[config.mk]
export PLATFORM = sky130hd
export DESIGN_NAME = ucode_sequencer
export DESIGN_NICKNAME = d
export VERILOG_FILES = /design/src/rtl/ucode_sequencer.sv
export SDC_FILE = /design/constraint.sdc
export NUM_CORES = 1
export LEC_CHECK = 0
export CAP_MARGIN = 20
export CORE_MARGIN = 3
export CORE_UTILIZATION = 40
export DETAILED_ROUTE_END_ITERATION = 8
export PLACE_DENSITY = 0.92
export SLEW_MARGIN = 5
export SYNTH_ARGS = -nofsm -noshare
export SYNTH_HDL_FRONTEND = slang
export SYNTH_SLANG_ARGS = --single-unit
[constraint.sdc]
create_clock -name clk -period 4.6 [get_ports clk]
set_input_delay 0.46 -clock clk [delete_from_list [all_inputs] [get_ports clk]]
set_output_delay 0.46 -clock clk [all_outputs]
set_load 0.005 [all_outputs]
[src/rtl/ucode_sequencer.sv]
// ucode_sequencer: parametrised microcode step/flag sequencer with single-step, halt and retired count.
// Define UCODE_T_OPTIM_EN to let cw_in[TRST_BIT] end an instruction early.
module ucode_sequencer #(
  parameter int OPCODE_W     = 4,
  parameter int STEP_W       = 3,
  parameter int MAX_STEPS    = 5,
  parameter int NFLAGS       = 2,
  parameter int CW_W         = 16,
  parameter int HLT_BIT      = 0,
  parameter int FLAGS_WR_BIT = 8,
  parameter int TRST_BIT     = 15,
  parameter int ICNT_W       = 16
) (
  input  logic                              clk,
  input  logic                              rst,
  input  logic                              run,
  input  logic                              step_req,
  input  logic [OPCODE_W-1:0]               opcode_in,
  input  logic [NFLAGS-1:0]                 flags_in,
  input  logic [CW_W-1:0]                   cw_in,
  output logic [NFLAGS+OPCODE_W+STEP_W-1:0] ucode_addr,
  output logic [CW_W-1:0]                   cw_out,
  output logic [STEP_W-1:0]                 step,
  output logic [NFLAGS-1:0]                 flags,
  output logic                              halted,
  output logic [ICNT_W-1:0]                 instr_count
);
  logic step_req_q;
  logic active;
  logic eoi;
  assign active     = !rst && !halted && (run || (step_req && !step_req_q));
  assign cw_out     = active ? cw_in : '0;
  assign ucode_addr = {flags, opcode_in, step};
`ifdef UCODE_T_OPTIM_EN
  assign eoi = (step == STEP_W'(MAX_STEPS - 1)) || cw_in[TRST_BIT];
`else
  logic unused_trst;
  assign unused_trst = cw_in[TRST_BIT];
  assign eoi = step == STEP_W'(MAX_STEPS - 1);
`endif
  always_ff @(posedge clk) begin
    if (rst) begin
      step        <= '0;
      flags       <= '0;
      halted      <= 1'b0;
      instr_count <= '0;
      step_req_q  <= 1'b0;
    end else begin
      step_req_q <= step_req;
      if (active) begin
        if (cw_in[FLAGS_WR_BIT]) flags <= flags_in;
        if (cw_in[HLT_BIT]) halted <= 1'b1;
        else if (eoi) begin
          step        <= '0;
          instr_count <= instr_count + 1'b1;
        end else step <= step + 1'b1;
      end
    end
  end
endmodule

==> flow_summary.yaml, run 1 <==
cts:
  post_cts.resized_instances: 0
  cts_num_sinks: 23
  clk-insertion-delay-late_ns: 0.31
  hold_buffer_count_at_cts: 0
  tritoncts: "yes"
  clockRootBuffer: "sky130_fd_sc_hd__clkbuf_4"
  post-cts-setup-buffers: 0
  ctsLongestPathBuffers: 2
  tritoncts.num_buffers: 3
  cts.clk_slew.worst_paths_ns: 0.12
  cts.htree.levels: 1
route:
  drtAntennaViolNets: 0
  drt_first_iter_violations: 62
  drt-total-wl_um: 3210
  drt_first_pass_iters: 4
  num_vias: 1275
  drt-vias-per-instance: 5.08
  drc: 0
  route.detailed.wl_per_inst_um: 12.8
floorplan:
  floorplan.initialDensity: 0.444
  ioPinCount: 73
  fp.dieW_um: 62.7
  core_area_mm2: 0.00290
  floorplan.die.height_um: 62.7
  placementRows: 19
  total_die_area_mm2: 0.00394
timing:
  slew_viol_final: 0
  timing_hold_violations_final: 0
  finalWorstSetupSlack_ns: 1.62
  clock_skew_ns: 0.00417
  setup_viol: 0
  fmaxAchievable_mhz: 335
  worst-slew-pin-transition_ns: 0.876
  slew-limit-headroom: 0.412
  share_of_the_clock_period_used_by_the_worst_path_after_layout: 0.648
  min_period_ns: 2.98
  setup_total_negative_slack_ns: 0
  grt_setup_unrepaired: "false"
synthesis:
  yosysUniqueCellTypes: 39
  post_synthesis_register_bit_count: 23
  ys_async_sr_fraction: 0
  synthesis.instances: 154
  syn-num-nets: 183
  sequential_cell_area_fraction_in_the_yosys_report: 0.358
  mappedNetlistArea_mm2: 0.00129
  synthesis.yosys.warnings: 0
  yosys_most_used_dff: "sky130_fd_sc_hd__dfxtp_1"
  synthesis.area_per_instance_um2: 8.36
  post_synth_edffs: 0
worst_setup_path:
  worst-path-buf-inv: 3
  critical_path_class: "primary input to output pin"
  worst-endpoint-arrival_ns: 2.52
  critical_path.max_stage_delay_ns: 0.52
  cp-start-kind: "primary input"
  top_cell_family_by_delay_on_the_critical_path: "buffers and inverters"
  cp_data_required_time_ns: 4.14
  worstSetupEndpointType: "output pin"
  critical_path.cell_chain: "clkdlybuf4s50_1, buf_4, nor2_2, o21a_1, and2_1, clkdlybuf4s50_1"
  crit_path_max_fanout: 25
  worst_path_max_delay_cell: "sky130_fd_sc_hd__clkdlybuf4s50_1"
  crit_top_cell: "sky130_fd_sc_hd__clkdlybuf4s50_1"
final_layout:
  multi_input_comb_area_um2: 713
  area_growth_syn_to_layout_pct: 49.7
  finish.net_count: 239
  filler_cell_count: 257
  final_cells: 251
  core_occupancy_in_the_finished_layout: 0.664
  seq_area_um2: 460
  layout_common_cells: "sky130_fd_sc_hd__clkdlybuf4s50_1, sky130_fd_sc_hd__dfxtp_1, sky130_fd_sc_hd__and2_1"
  num_antenna_cells: 0
  fraction_of_layout_cells_with_a_size_suffix_above_1: 0.0670
  layout.cells.most_common: "sky130_fd_sc_hd__clkdlybuf4s50_1"
power_and_ir_drop:
  ir_worst_vdd_v: 0.000147
  power_per_cell_area_mw_per_mm2: 188
  leakage_nw: 0.668
  finalPower_w: 0.000363
global_routing:
  via_count_of_the_first_global_routing_pass: 1121
  grt_util_all_layers: 0.165
  gr-total-overflow: 0
  grt_first_pass_wirelength_um: 5400
  grt_antenna_before_repair: 0
  grt_start_max_net_pins: 26
placed_design:
  place_hpwl_um: 2500
  gp_congestion: 0.786
  buffer_ports.inserted: 64
  dp.cells: 247
  dpl_worst_slack_ns: 1.61
job:
  max-cap-violations: 0
status:
  result_of_the_run: "completed"
min_path:
  hp-class: "flip-flop to flip-flop"
[state kept, by name (all words and copies together) (netlist names)]
name         cells
step_req_q       1
instr_count     16
halted           1
flags            2
step             3
[worst paths after layout]
path,startpoint,endpoint,slack [ns],cells past startpoint
max reg2reg,step[0],instr_count[15],2.64,6
max,rst,cw_out[10],1.62,6
min reg2reg,flags[0],flags[0],0.48,2
min,flags[0],flags[0],0.48,2
[cell families (layout without fill, tap and decap cells)]
family,count (synthesis),count (layout),share of synthesized area
flip-flops,23,23,0.358
AND/OR/NAND/NOR,70,70,0.321
adder cells (fa/ha/maj),3,3,0.0292
XOR/XNOR,3,3,0.0204
buffers and inverters,21,76,0.0884
AO/OA/AOI/OAI,28,28,0.130
multiplexers,6,6,0.0534
[where the power goes]
group | leakage, nW | total (W) | internal (W) | switching, W
registers | 0.186 | 0.000204 | 0.000202 | 0.00000209
clock network | 0.0150 | 0.0000913 | 0.0000338 | 0.0000574
logic | 0.467 | 0.0000677 | 0.0000420 | 0.0000257
[Yosys cell counts (2+ instances only)]
cell,count,share of area
sky130_fd_sc_hd__o21ai_0,7,0.027
sky130_fd_sc_hd__dfxtp_1,23,0.36
sky130_fd_sc_hd__o211ai_1,3,0.017
sky130_fd_sc_hd__clkbuf_1,4,0.012
sky130_fd_sc_hd__nand4_1,5,0.024
sky130_fd_sc_hd__nand3_1,7,0.027
sky130_fd_sc_hd__nor2_1,9,0.026
sky130_fd_sc_hd__nor2b_1,5,0.024
sky130_fd_sc_hd__a21oi_1,10,0.039
sky130_fd_sc_hd__buf_4,9,0.052
sky130_fd_sc_hd__nand2_1,10,0.029
sky130_fd_sc_hd__nor4_1,4,0.019
sky130_fd_sc_hd__or3_1,4,0.019
sky130_fd_sc_hd__o21a_1,2,0.012
sky130_fd_sc_hd__and2_1,14,0.068
sky130_fd_sc_hd__and4_1,2,0.014
sky130_fd_sc_hd__nor3_1,2,0.0078
sky130_fd_sc_hd__mux2_2,3,0.026
sky130_fd_sc_hd__mux2i_1,2,0.016
sky130_fd_sc_hd__inv_1,7,0.020
sky130_fd_sc_hd__xnor2_1,2,0.014
sky130_fd_sc_hd__ha_1,3,0.029
[per-layer routing]
metal  share of wire  vias to the layer above  track usage
met1            0.47                      587        0.219
met5               0                        -            0
met3           0.046                        2       0.0450
met2            0.48                       37        0.273
li1                -                      649            -
met4          0.0053                        0       0.0248
[worst register-to-register path, stage by stage (launching register included)]
cell and delay [ns]:
sky130_fd_sc_hd__dfxtp_1 0.36, sky130_fd_sc_hd__inv_1 0.09, sky130_fd_sc_hd__ha_1 0.19, sky130_fd_sc_hd__and3b_2 0.24, sky130_fd_sc_hd__nand3_4 0.14, sky130_fd_sc_hd__or4_4 0.55
sky130_fd_sc_hd__mux2_4 0.30
[layout make-up]
type                            instances  share of cell area
Inverter                                7              0.0136
Multi-Input combinational cell        110               0.370
Tap cell                               42              0.0273
Clock buffer                            4              0.0136
Timing Repair Buffer                   65               0.336
Sequential cell                        23               0.239
[metrics by stage]
stage	instance area, um^2	hold slack [ns]
after floorplan	1290	0.466
after global placement	1900	0.458
after detailed placement	1900	0.464
after CTS	1930	0.481
after global routing	1930	0.517
final	1930	0.481
Note: power is estimated with default switching activity, not from simulation.
==> run 2: changes to the inputs <==
--- a/config.mk
+++ b/config.mk
@@ -7,9 +7,9 @@
 export LEC_CHECK = 0
 export CAP_MARGIN = 20
 export CORE_MARGIN = 3
-export CORE_UTILIZATION = 40
+export CORE_UTILIZATION = 38
 export DETAILED_ROUTE_END_ITERATION = 8
-export PLACE_DENSITY = 0.92
+export PLACE_DENSITY = 0.89
 export SLEW_MARGIN = 5
 export SYNTH_ARGS = -nofsm -noshare
 export SYNTH_HDL_FRONTEND = slang
==> constraint.sdc (replaced) <==
create_clock -name clk -period 2.8 [get_ports clk]
set_input_delay 0.28 -clock clk [delete_from_list [all_inputs] [get_ports clk]]
set_output_delay 0.28 -clock clk [all_outputs]
set_load 0.005 [all_outputs]
==> run 2 against run 1 <==
Against the previous run: register-to-register slack worse by 1.8 ns; combinational power up 68%; highest routed layer unchanged; clock power up 71%; critical endpoint is now cw_out[14]; sequential share of layout area down 0.14 points.
==> flow_summary.yaml, run 2 (synthesis results as in run 1) <==
timing:
  setup_total_negative_slack_ns: 0
  min_period_ns: 2.48
  setup_viol: 0
  timing_hold_violations_final: 0
  share_of_the_clock_period_used_by_the_worst_path_after_layout: 0.885
  worst-slew-pin-transition_ns: 0.589
  clock_skew_ns: 0.0183
  slew_viol_final: 0
  finalWorstSetupSlack_ns: 0.321
  grt_setup_unrepaired: "false"
  fmaxAchievable_mhz: 403
  slew-limit-headroom: 0.607
route:
  met1Wirelength_um: 1540
  met2RoutedLength_um: 1560
  drt_first_pass_iters: 4
  drt_first_iter_violations: 45
  max_used_layer: "met4"
  drc: 0
  drt-vias-per-instance: 5.08
  num_vias: 1291
  drtAntennaViolNets: 0
  met3WireLength_um: 252
  route.detailed.wl_per_inst_um: 13.3
  drt-total-wl_um: 3370
global_routing:
  grt_start_max_net_pins: 25
  via_count_of_the_first_global_routing_pass: 1196
  grt_first_pass_wirelength_um: 5510
  grt_util_all_layers: 0.169
  grt_antenna_before_repair: 0
  gr-total-overflow: 0
worst_setup_path:
  critical_path_class: "primary input to output pin"
  regToRegStartpoint: "step[0]"
  rr_endpoint: "instr_count[15]"
  crit_path_max_fanout: 20
  ff2ff_setup_slack_ns: 0.86
  cp-start-kind: "primary input"
  worstRegToRegCells: 6
  worst-endpoint-arrival_ns: 2.20
  worstSetupEndpointType: "output pin"
  cp_data_required_time_ns: 2.52
final_layout:
  layout_common_cells: "sky130_fd_sc_hd__clkdlybuf4s50_1, sky130_fd_sc_hd__dfxtp_1, sky130_fd_sc_hd__and2_1"
  num_antenna_cells: 0
  largest_register_ffs: 16
  filler_cell_count: 289
  area_growth_syn_to_layout_pct: 50.5
  max_flop_register: "instr_count"
  biggestRegsByFlops: "instr_count: 16 flops, step: 3 flops, flags: 2 flops"
  seq_area_um2: 460
  fraction_of_layout_cells_with_a_size_suffix_above_1: 0.0762
  finish.net_count: 240
  layout.cells.most_common: "sky130_fd_sc_hd__clkdlybuf4s50_1"
  final_cells: 254
  multi_input_comb_area_um2: 713
cts:
  tritoncts: "yes"
  cts.htree.levels: 1
  cts.clk_slew.worst_paths_ns: 0.14
  post-cts-setup-buffers: 0
  clk-insertion-delay-late_ns: 0.32
  cts_num_sinks: 23
  tritoncts.num_buffers: 3
  clockRootBuffer: "sky130_fd_sc_hd__clkbuf_4"
  hold_buffer_count_at_cts: 0
  post_cts.resized_instances: 0
  ctsLongestPathBuffers: 2
status:
  result_of_the_run: "completed"
placed_design:
  dp.cells: 250
  gp_congestion: 0.738
  buffer_ports.inserted: 64
  place_hpwl_um: 2590
  dpl_worst_slack_ns: 0.331
power_and_ir_drop:
  ir_worst_vdd_v: 0.000210
  finalPower_w: 0.000605
  power_per_cell_area_mw_per_mm2: 312
  leakage_nw: 0.675
floorplan:
  core_area_mm2: 0.00315
  fp.dieW_um: 64.2
  ioPinCount: 73
  floorplan.initialDensity: 0.408
  floorplan.die.height_um: 64.2
  placementRows: 20
  total_die_area_mm2: 0.00412
min_path:
  timing.hold.worst_path_depth: 2
  hold_start: "flags[1]"
  timing.hold.worst_endpoint: "flags[1]"
  hp-class: "flip-flop to flip-flop"
job:
  max-cap-violations: 0
run 2: metrics by stage:
stage | instance area [um^2] | util | hold slack, ns
after detailed placement | 1910 | 0.606 | 0.465
after global routing | 1940 | 0.615 | 0.505
final | 1940 | 0.615 | 0.480
after CTS | 1940 | 0.615 | 0.484
after floorplan | 1290 | - | 0.408
after global placement | 1910 | 0.606 | 0.462
run 2: cell type report:
type                            count  area share
Multi-Input combinational cell    110       0.368
Clock buffer                        3      0.0116
Sequential cell                    23       0.238
Tap cell                           44      0.0284
Inverter                            7      0.0136
Timing Repair Buffer               66       0.338
Clock inverter                      1     0.00258
run 2: worst max-delay path by stage:
| stage | startpoint | to | slack (ns) |
|---|---|---|---|
| after global routing | rst | cw_out[13] | 0.15 |
| after CTS | rst | cw_out[14] | 0.33 |
| final | rst | cw_out[14] | 0.32 |
| after global placement | rst | cw_out[12] | 0.39 |
| after detailed placement | rst | cw_out[14] | 0.33 |
| after floorplan | step[0] | instr_count[15] | 0.95 |
run 2: critical path, cell delays in order:
cell and delay, ns:
sky130_fd_sc_hd__clkdlybuf4s50_1 0.46, sky130_fd_sc_hd__nor2_2 0.22, sky130_fd_sc_hd__o21a_1 0.51, sky130_fd_sc_hd__and2_1 0.21, sky130_fd_sc_hd__clkdlybuf4s50_1 0.51
run 2: where the power goes:
group	switching, W	internal [W]	total (W)
Clock	0.000103	0.0000535	0.000156
Sequential	0.00000364	0.000331	0.000335
Combinational	0.0000433	0.0000705	0.000114
Total	0.000150	0.000455	0.000605
run 2: layer usage:
| metal | vias up | track usage |
|---|---|---|
| li1 | 653 | - |
| met1 | 586 | 0.203 |
| met2 | 50 | 0.285 |
| met3 | 2 | 0.0598 |
| met4 | 0 | 0.0422 |
| met5 | - | 0 |
